File: src/rtl/pe_reduce_pkg.sv
// Shared widths, opcodes and tree-shape helpers for the PE-to-CU OR reduction.
// Opcode values match the processor's decode so decode, PE and reducer agree.
package pe_reduce_pkg;

   localparam int WORD    = 16;
   localparam int REGNAME = 4;
   localparam int OP      = 5;

   localparam logic [OP-1:0] OP_NOP   = 5'b00000;
   localparam logic [OP-1:0] OP_ADD   = 5'b00001;
   localparam logic [OP-1:0] OP_JUMPF = 5'b01110;
   localparam logic [OP-1:0] OP_GOR   = 5'b10101;

   // Number of surviving lanes after lvl pairwise-OR levels starting from n lanes.
   function automatic int lane_count(input int n, input int lvl);
      int c;
      c = n;
      for (int i = 0; i < lvl; i++) begin
         c = (c + 1) / 2;
      end
      return c;
   endfunction

   function automatic int tree_levels(input int n);
      int c;
      int l;
      c = n;
      l = 0;
      while (c > 1) begin
         c = (c + 1) / 2;
         l = l + 1;
      end
      return l;
   endfunction

   function automatic logic op_accepted(input logic [OP-1:0] op);
      return (op == OP_GOR) || (op == OP_JUMPF);
   endfunction

endpackage

File: src/rtl/pe_reduce_level.sv
// One registered level of the OR tree: pairs of lanes are ORed, an odd last lane
// passes through, and op/tag/valid travel alongside. Everything freezes on hold.
module reduce_level
   import pe_reduce_pkg::*;
#(
   parameter int NIN = 2,
   localparam int NOUT = (NIN + 1) / 2
) (
   input  logic                clk,
   input  logic                reset,
   input  logic                hold,
   input  logic                src_valid,
   input  logic [WORD*NIN-1:0] src_vals,
   input  logic [NIN-1:0]      src_en,
   input  logic [OP-1:0]       src_op,
   input  logic [REGNAME-1:0]  src_dst,
   output logic                red_valid,
   output logic [WORD*NOUT-1:0] red_vals,
   output logic [NOUT-1:0]     red_en,
   output logic [OP-1:0]       red_op,
   output logic [REGNAME-1:0]  red_dst
);

   logic [WORD*NOUT-1:0] pair_vals;
   logic [NOUT-1:0]      pair_en;

   for (genvar j = 0; j < NOUT; j++) begin : lane
      if (2*j + 1 < NIN) begin : merge
         assign pair_vals[WORD*j +: WORD] = src_vals[WORD*(2*j) +: WORD] | src_vals[WORD*(2*j+1) +: WORD];
         assign pair_en[j]                = src_en[2*j] | src_en[2*j+1];
      end else begin : carry
         assign pair_vals[WORD*j +: WORD] = src_vals[WORD*(2*j) +: WORD];
         assign pair_en[j]                = src_en[2*j];
      end
   end

   // Data only reloads with a valid request so the final level holds its last result;
   // enables reset high so the derived "no PE enabled" flag reads 0 out of reset.
   always_ff @(posedge clk) begin
      if (reset) begin
         red_valid <= 1'b0;
         red_vals  <= '0;
         red_en    <= '1;
         red_op    <= '0;
         red_dst   <= '0;
      end else if (!hold) begin
         red_valid <= src_valid;
         if (src_valid) begin
            red_vals <= pair_vals;
            red_en   <= pair_en;
            red_op   <= src_op;
            red_dst  <= src_dst;
         end
      end
   end

endmodule

File: src/rtl/pe_reduce.sv
// PE-to-CU global OR reducer: masks each PE value by its enable, ORs them through a
// pipelined tree and returns the word plus flags for OPgor / OPjumpf.
module pe_reduce
   import pe_reduce_pkg::*;
#(
   parameter int NPROC = 2
) (
   input  logic                  clk,
   input  logic                  reset,
   input  logic                  hold,
   input  logic                  req,
   input  logic [OP-1:0]         reqop,
   input  logic [REGNAME-1:0]    reqdst,
   input  logic [WORD*NPROC-1:0] pevals,
   input  logic [NPROC-1:0]      peen,
   output logic                  done,
   output logic [OP-1:0]         doneop,
   output logic [REGNAME-1:0]    donedst,
   output logic [WORD-1:0]       result,
   output logic                  anytrue,
   output logic                  noneen,
   output logic                  jumptaken,
   output logic                  busy
);

   localparam int LVLS = tree_levels(NPROC);

   logic                  accept;
   logic [WORD*NPROC-1:0] masked;

   logic                  s0_valid;
   logic [WORD*NPROC-1:0] s0_vals;
   logic [NPROC-1:0]      s0_en;
   logic [OP-1:0]         s0_op;
   logic [REGNAME-1:0]    s0_dst;

   logic [LVLS:0]         stage_valid;

   logic                  fin_valid;
   logic [WORD-1:0]       fin_vals;
   logic                  fin_en;
   logic [OP-1:0]         fin_op;
   logic [REGNAME-1:0]    fin_dst;

   assign accept = req & op_accepted(reqop);

   for (genvar i = 0; i < NPROC; i++) begin : mask
      assign masked[WORD*i +: WORD] = peen[i] ? pevals[WORD*i +: WORD] : '0;
   end

   always_ff @(posedge clk) begin
      if (reset) begin
         s0_valid <= 1'b0;
         s0_vals  <= '0;
         s0_en    <= '1;
         s0_op    <= '0;
         s0_dst   <= '0;
      end else if (!hold) begin
         s0_valid <= accept;
         if (accept) begin
            s0_vals <= masked;
            s0_en   <= peen;
            s0_op   <= reqop;
            s0_dst  <= reqdst;
         end
      end
   end

   assign stage_valid[0] = s0_valid;

   // Each level owns exactly-sized outputs; the next level reaches back into the previous block.
   for (genvar g = 0; g < LVLS; g++) begin : lvl
      localparam int NIN  = lane_count(NPROC, g);
      localparam int NOUT = lane_count(NPROC, g + 1);

      logic                valid;
      logic [WORD*NOUT-1:0] vals;
      logic [NOUT-1:0]     en;
      logic [OP-1:0]       op;
      logic [REGNAME-1:0]  dst;

      if (g == 0) begin : head
         reduce_level #(.NIN(NIN)) u_level (
            .clk       (clk),
            .reset     (reset),
            .hold      (hold),
            .src_valid (s0_valid),
            .src_vals  (s0_vals),
            .src_en    (s0_en),
            .src_op    (s0_op),
            .src_dst   (s0_dst),
            .red_valid (valid),
            .red_vals  (vals),
            .red_en    (en),
            .red_op    (op),
            .red_dst   (dst)
         );
      end else begin : link
         reduce_level #(.NIN(NIN)) u_level (
            .clk       (clk),
            .reset     (reset),
            .hold      (hold),
            .src_valid (lvl[g-1].valid),
            .src_vals  (lvl[g-1].vals),
            .src_en    (lvl[g-1].en),
            .src_op    (lvl[g-1].op),
            .src_dst   (lvl[g-1].dst),
            .red_valid (valid),
            .red_vals  (vals),
            .red_en    (en),
            .red_op    (op),
            .red_dst   (dst)
         );
      end

      assign stage_valid[g+1] = valid;
   end

   if (LVLS == 0) begin : direct
      assign fin_valid = s0_valid;
      assign fin_vals  = s0_vals;
      assign fin_en    = s0_en[0];
      assign fin_op    = s0_op;
      assign fin_dst   = s0_dst;
   end else begin : tail
      assign fin_valid = lvl[LVLS-1].valid;
      assign fin_vals  = lvl[LVLS-1].vals;
      assign fin_en    = lvl[LVLS-1].en[0];
      assign fin_op    = lvl[LVLS-1].op;
      assign fin_dst   = lvl[LVLS-1].dst;
   end

   // Outputs are decoded only from the last registered level, never from the inputs.
   assign done      = fin_valid;
   assign doneop    = fin_op;
   assign donedst   = fin_dst;
   assign result    = fin_vals;
   assign anytrue   = |fin_vals;
   assign noneen    = ~fin_en;
   assign jumptaken = fin_valid & (fin_op == OP_JUMPF) & ~(|fin_vals);
   assign busy      = |stage_valid;

endmodule
File: config.mk
export PLATFORM = sky130hd
export DESIGN_NAME = pe_reduce
export DESIGN_NICKNAME = d
export VERILOG_FILES = /design/src/rtl/pe_reduce_pkg.sv /design/src/rtl/pe_reduce_level.sv /design/src/rtl/pe_reduce.sv
export SDC_FILE = /design/constraint.sdc
export NUM_CORES = 1
export LEC_CHECK = 0
export ABC_AREA = 1
export CORE_AREA = 5 5 72 123
export CTS_CLUSTER_SIZE = 30
export DETAILED_ROUTE_END_ITERATION = 10
export DIE_AREA = 0 0 77 128
export GPL_TIMING_DRIVEN = 0
export PLACE_DENSITY = 0.78
export SLEW_MARGIN = 10
export SYNTH_ARGS = -nofsm -noshare
export SYNTH_HDL_FRONTEND = slang
export SYNTH_HIERARCHICAL = 1
export SYNTH_SLANG_ARGS = --single-unit
File: constraint.sdc
create_clock -name clk -period 2.1 [get_ports clk]
set_input_delay 0.21 -clock clk [delete_from_list [all_inputs] [get_ports clk]]
set_output_delay 0.21 -clock clk [all_outputs]
set_load 0.05 [all_outputs]
==> flow_metrics.env <==
export IMPL_status="complete, no violations"
export IMPL_max_stage_delay_ps=800
export IMPL_crit_start="lvl[0].head.u_level/red_vals[7]"
export IMPL_ant_nets=0
export IMPL_antenna_diode_count=0
export IMPL_wl_per_cell_um=11.7
export IMPL_seq_power_share=0.425
export IMPL_hold_violations=0
export IMPL_synthTopCellsByArea="dfxtp_1 42%, nand2_1 16%, inv_1 11%"
export IMPL_syn_area_mm2=0.00338
export IMPL_hold_worst_slack_ps=300
export IMPL_row_count=43
export IMPL_most_common_layout_cells="145 x nand2_1, 103 x inv_1, 81 x nor2_1"
export IMPL_cts_setup_buffers=0
export IMPL_instances_no_fill=706
export IMPL_grt_overflow_total=0
export IMPL_fin_nets=658
export IMPL_cts_buffers=9
export IMPL_clkPwrFrac=0.478
export IMPL_routabilityCongestion=0.846
export IMPL_ir_drop_uv=569
export IMPL_relSlewSlack=0.656
export IMPL_arrival_ps=1750
export IMPL_yosysSeqAreaShare=0.421
export IMPL_ctsLongestPathBuffers=2
export IMPL_grt_pass1_vias=3178
export IMPL_p_int_mw=2.51
export IMPL_critical_path_cell_chain="nor2_1, nand2_1, nor2_1, nand2_1, clkdlybuf4s50_1"
export IMPL_power_density_mw_per_mm2=710
export IMPL_htreeDepth=3
export IMPL_cts_tree="built"
export IMPL_p_switching_uw=715
export IMPL_via_count=3285
export IMPL_start_util=0.433
export IMPL_setup_violations_final=0
export IMPL_die_area_mm2=0.00986
export IMPL_final_period_utilization=0.932
export IMPL_worst_slew_pin_slew_ps=515
export IMPL_r2r_end="lvl[0].head.u_level/red_op[2]"
export IMPL_drtIter0Drc=164
export IMPL_insertion_delay_ps=330
export IMPL_hold_path_class="primary input to register"
export IMPL_cp_max_fo=3
export IMPL_wl_um=8250
export IMPL_maxCapViolations=0
export IMPL_cts_sinks=71
export IMPL_r2r_slack_ps=890
export IMPL_clkTransAtPathRegs_ps=50
export IMPL_root_buffer="clkbuf_16"
export IMPL_syn_instance_count=526
export IMPL_comb_power_share=0.098
export IMPL_critical_path_reg2reg_startpoint="s0_valid"
export IMPL_antenna_found_initial=0
export IMPL_dp_cells=690
export IMPL_grtUsageTotal=0.174
export IMPL_die_h_um=128
export IMPL_final_common_cell="nand2_1"
export IMPL_layout_min_cycle_time_ps=1960
export IMPL_rr_worst_depth=5
export IMPL_leakage_nw=2.20
export IMPL_worst_setup_path_start_kind="register"
export IMPL_syn_num_nets=573
export IMPL_finClkSkew_ps=3.43
export IMPL_finalPower_mw=3.22
export IMPL_core_area_mm2=0.00780
export IMPL_crit_type="register to output port"
export IMPL_pin_count=77
export IMPL_cp_end_kind="output port"
export IMPL_worstHoldPathCells=5
export IMPL_synth_seq_cells=71
export IMPL_yosys_area_top_type="dfxtp_1"
export IMPL_via_per_inst=4.65
export IMPL_cpLargestDelayFamily="buffers and inverters"
export IMPL_required_ps=1890
export IMPL_slew_violations=0
export IMPL_cp_depth=5
export IMPL_grt_setup_unrepaired="false"
export IMPL_grt_pass1_wl_um=13900
export IMPL_synth_distinct_cells=18
export IMPL_sw_frac_of_total=0.222
export IMPL_utilization=0.582
export IMPL_critPathBufInv=1
export IMPL_dp_hpwl_um=6460
export IMPL_drtPass1Iterations=5
export IMPL_grt_max_degree=12
export IMPL_synth_top_area_frac=0.421
export IMPL_endpoint="anytrue"
export IMPL_fmax_mhz=511
export IMPL_die_w_um=77
export IMPL_syn2layout_area_growth_pct=34.4
export IMPL_route_detailed_drc=0
export IMPL_crit_path_top_delay_cell="clkdlybuf4s50_1"
export IMPL_yosys_warnings=6
export IMPL_setup_tns_ps=0
export IMPL_fillers=707
export IMPL_io_buffers=74
export IMPL_syn_area_per_cell_um2=6.42
export IMPL_drive_above_1_share=0.0763
==> synth_stat cells <==
library cell,count
clkbuf_1,6
inv_2,2
clkinv_1,1
nand3_4,1
nand2_1,145
nand4_1,40
inv_1,103
buf_2,16
or2_2,1
nand2_2,3
nor2_1,81
a21oi_1,34
buf_4,4
nor2_4,1
nor2_2,1
dfxtp_1,71
buf_6,3
nand3_1,13
==> stage by stage <==
step                setup slack (ps)  cell area (um2)
floorplan                       32.1             3380
global placement                 310             4230
detailed placement               294             4230
CTS                              104             4540
global route                    52.7             4540
finish                           142             4540
==> layout make-up <==
type,instances,area [um2],share of cell area
multi-input combinational,320,1390,0.307
inverter,106,398,0.0876
buffer,29,166,0.0366
sequential,71,1420,0.313
timing repair buffer,74,739,0.163
tap,90,113,0.0248
clock inverter,3,40.0,0.00882
clock buffer,13,270,0.0595
==> power by group through the flow <==
stage,registers (mW),logic [mW],clock network (mW)
3_3_place_gp,1.40,0.308,0
3_5_place_dp,1.40,0.314,0
6_report,1.37,0.315,1.54
5_1_grt,1.37,0.347,1.61
4_1_cts,1.37,0.316,1.57
2_1_floorplan,1.41,0.157,0
==> registers in the layout, summed over array words and instances, names as in the netlist, 2 cells and up <==
signal	count
lvl.head.u_level/red_vals	16
s0_vals	32
s0_op	5
s0_dst	4
lvl.head.u_level/red_op	5
s0_en	2
lvl.head.u_level/red_dst	4
==> worst min-delay path, stage by stage <==
cell and delay, ps:
buf_2 140, nand2_1 60, inv_1 30, nand4_1 70, a21oi_1 60
==> layer usage <==
| layer | global-route usage | up-vias | part of all wire |
|---|---|---|---|
| li1 | - | 1758 | - |
| met1 | 0.172 | 1445 | 0.38 |
| met2 | 0.336 | 69 | 0.55 |
| met3 | 0.0323 | 13 | 0.044 |
| met4 | 0.0891 | 0 | 0.023 |
| met5 | 0 | - | 0 |
==> worst min path at each step <==
stage	slack, ps	from	end
floorplan	280	reset	lvl[0].head.u_level/red_valid
global placement	440	s0_en[0]	s0_en[0]
detailed placement	440	s0_en[1]	s0_en[1]
CTS	290	peen[0]	s0_vals[3]
global route	320	peen[0]	s0_vals[2]
finish	300	peen[0]	s0_vals[5]
==> logic make-up (layout without fill, tap and decap cells) <==
family	count (synthesis)	count (layout)	share of synthesized area
compound gates	34	34	0.0504
buf+inv	135	225	0.167
flops	71	71	0.421
simple gates	286	286	0.362
==> repair_timing <==
item / in CTS / in global routing
resized for setup: 1 / 0
endpoints found under the setup margin: 1 / 0
hold buffers: 0 / 0
(Power assumes the default switching activity.)
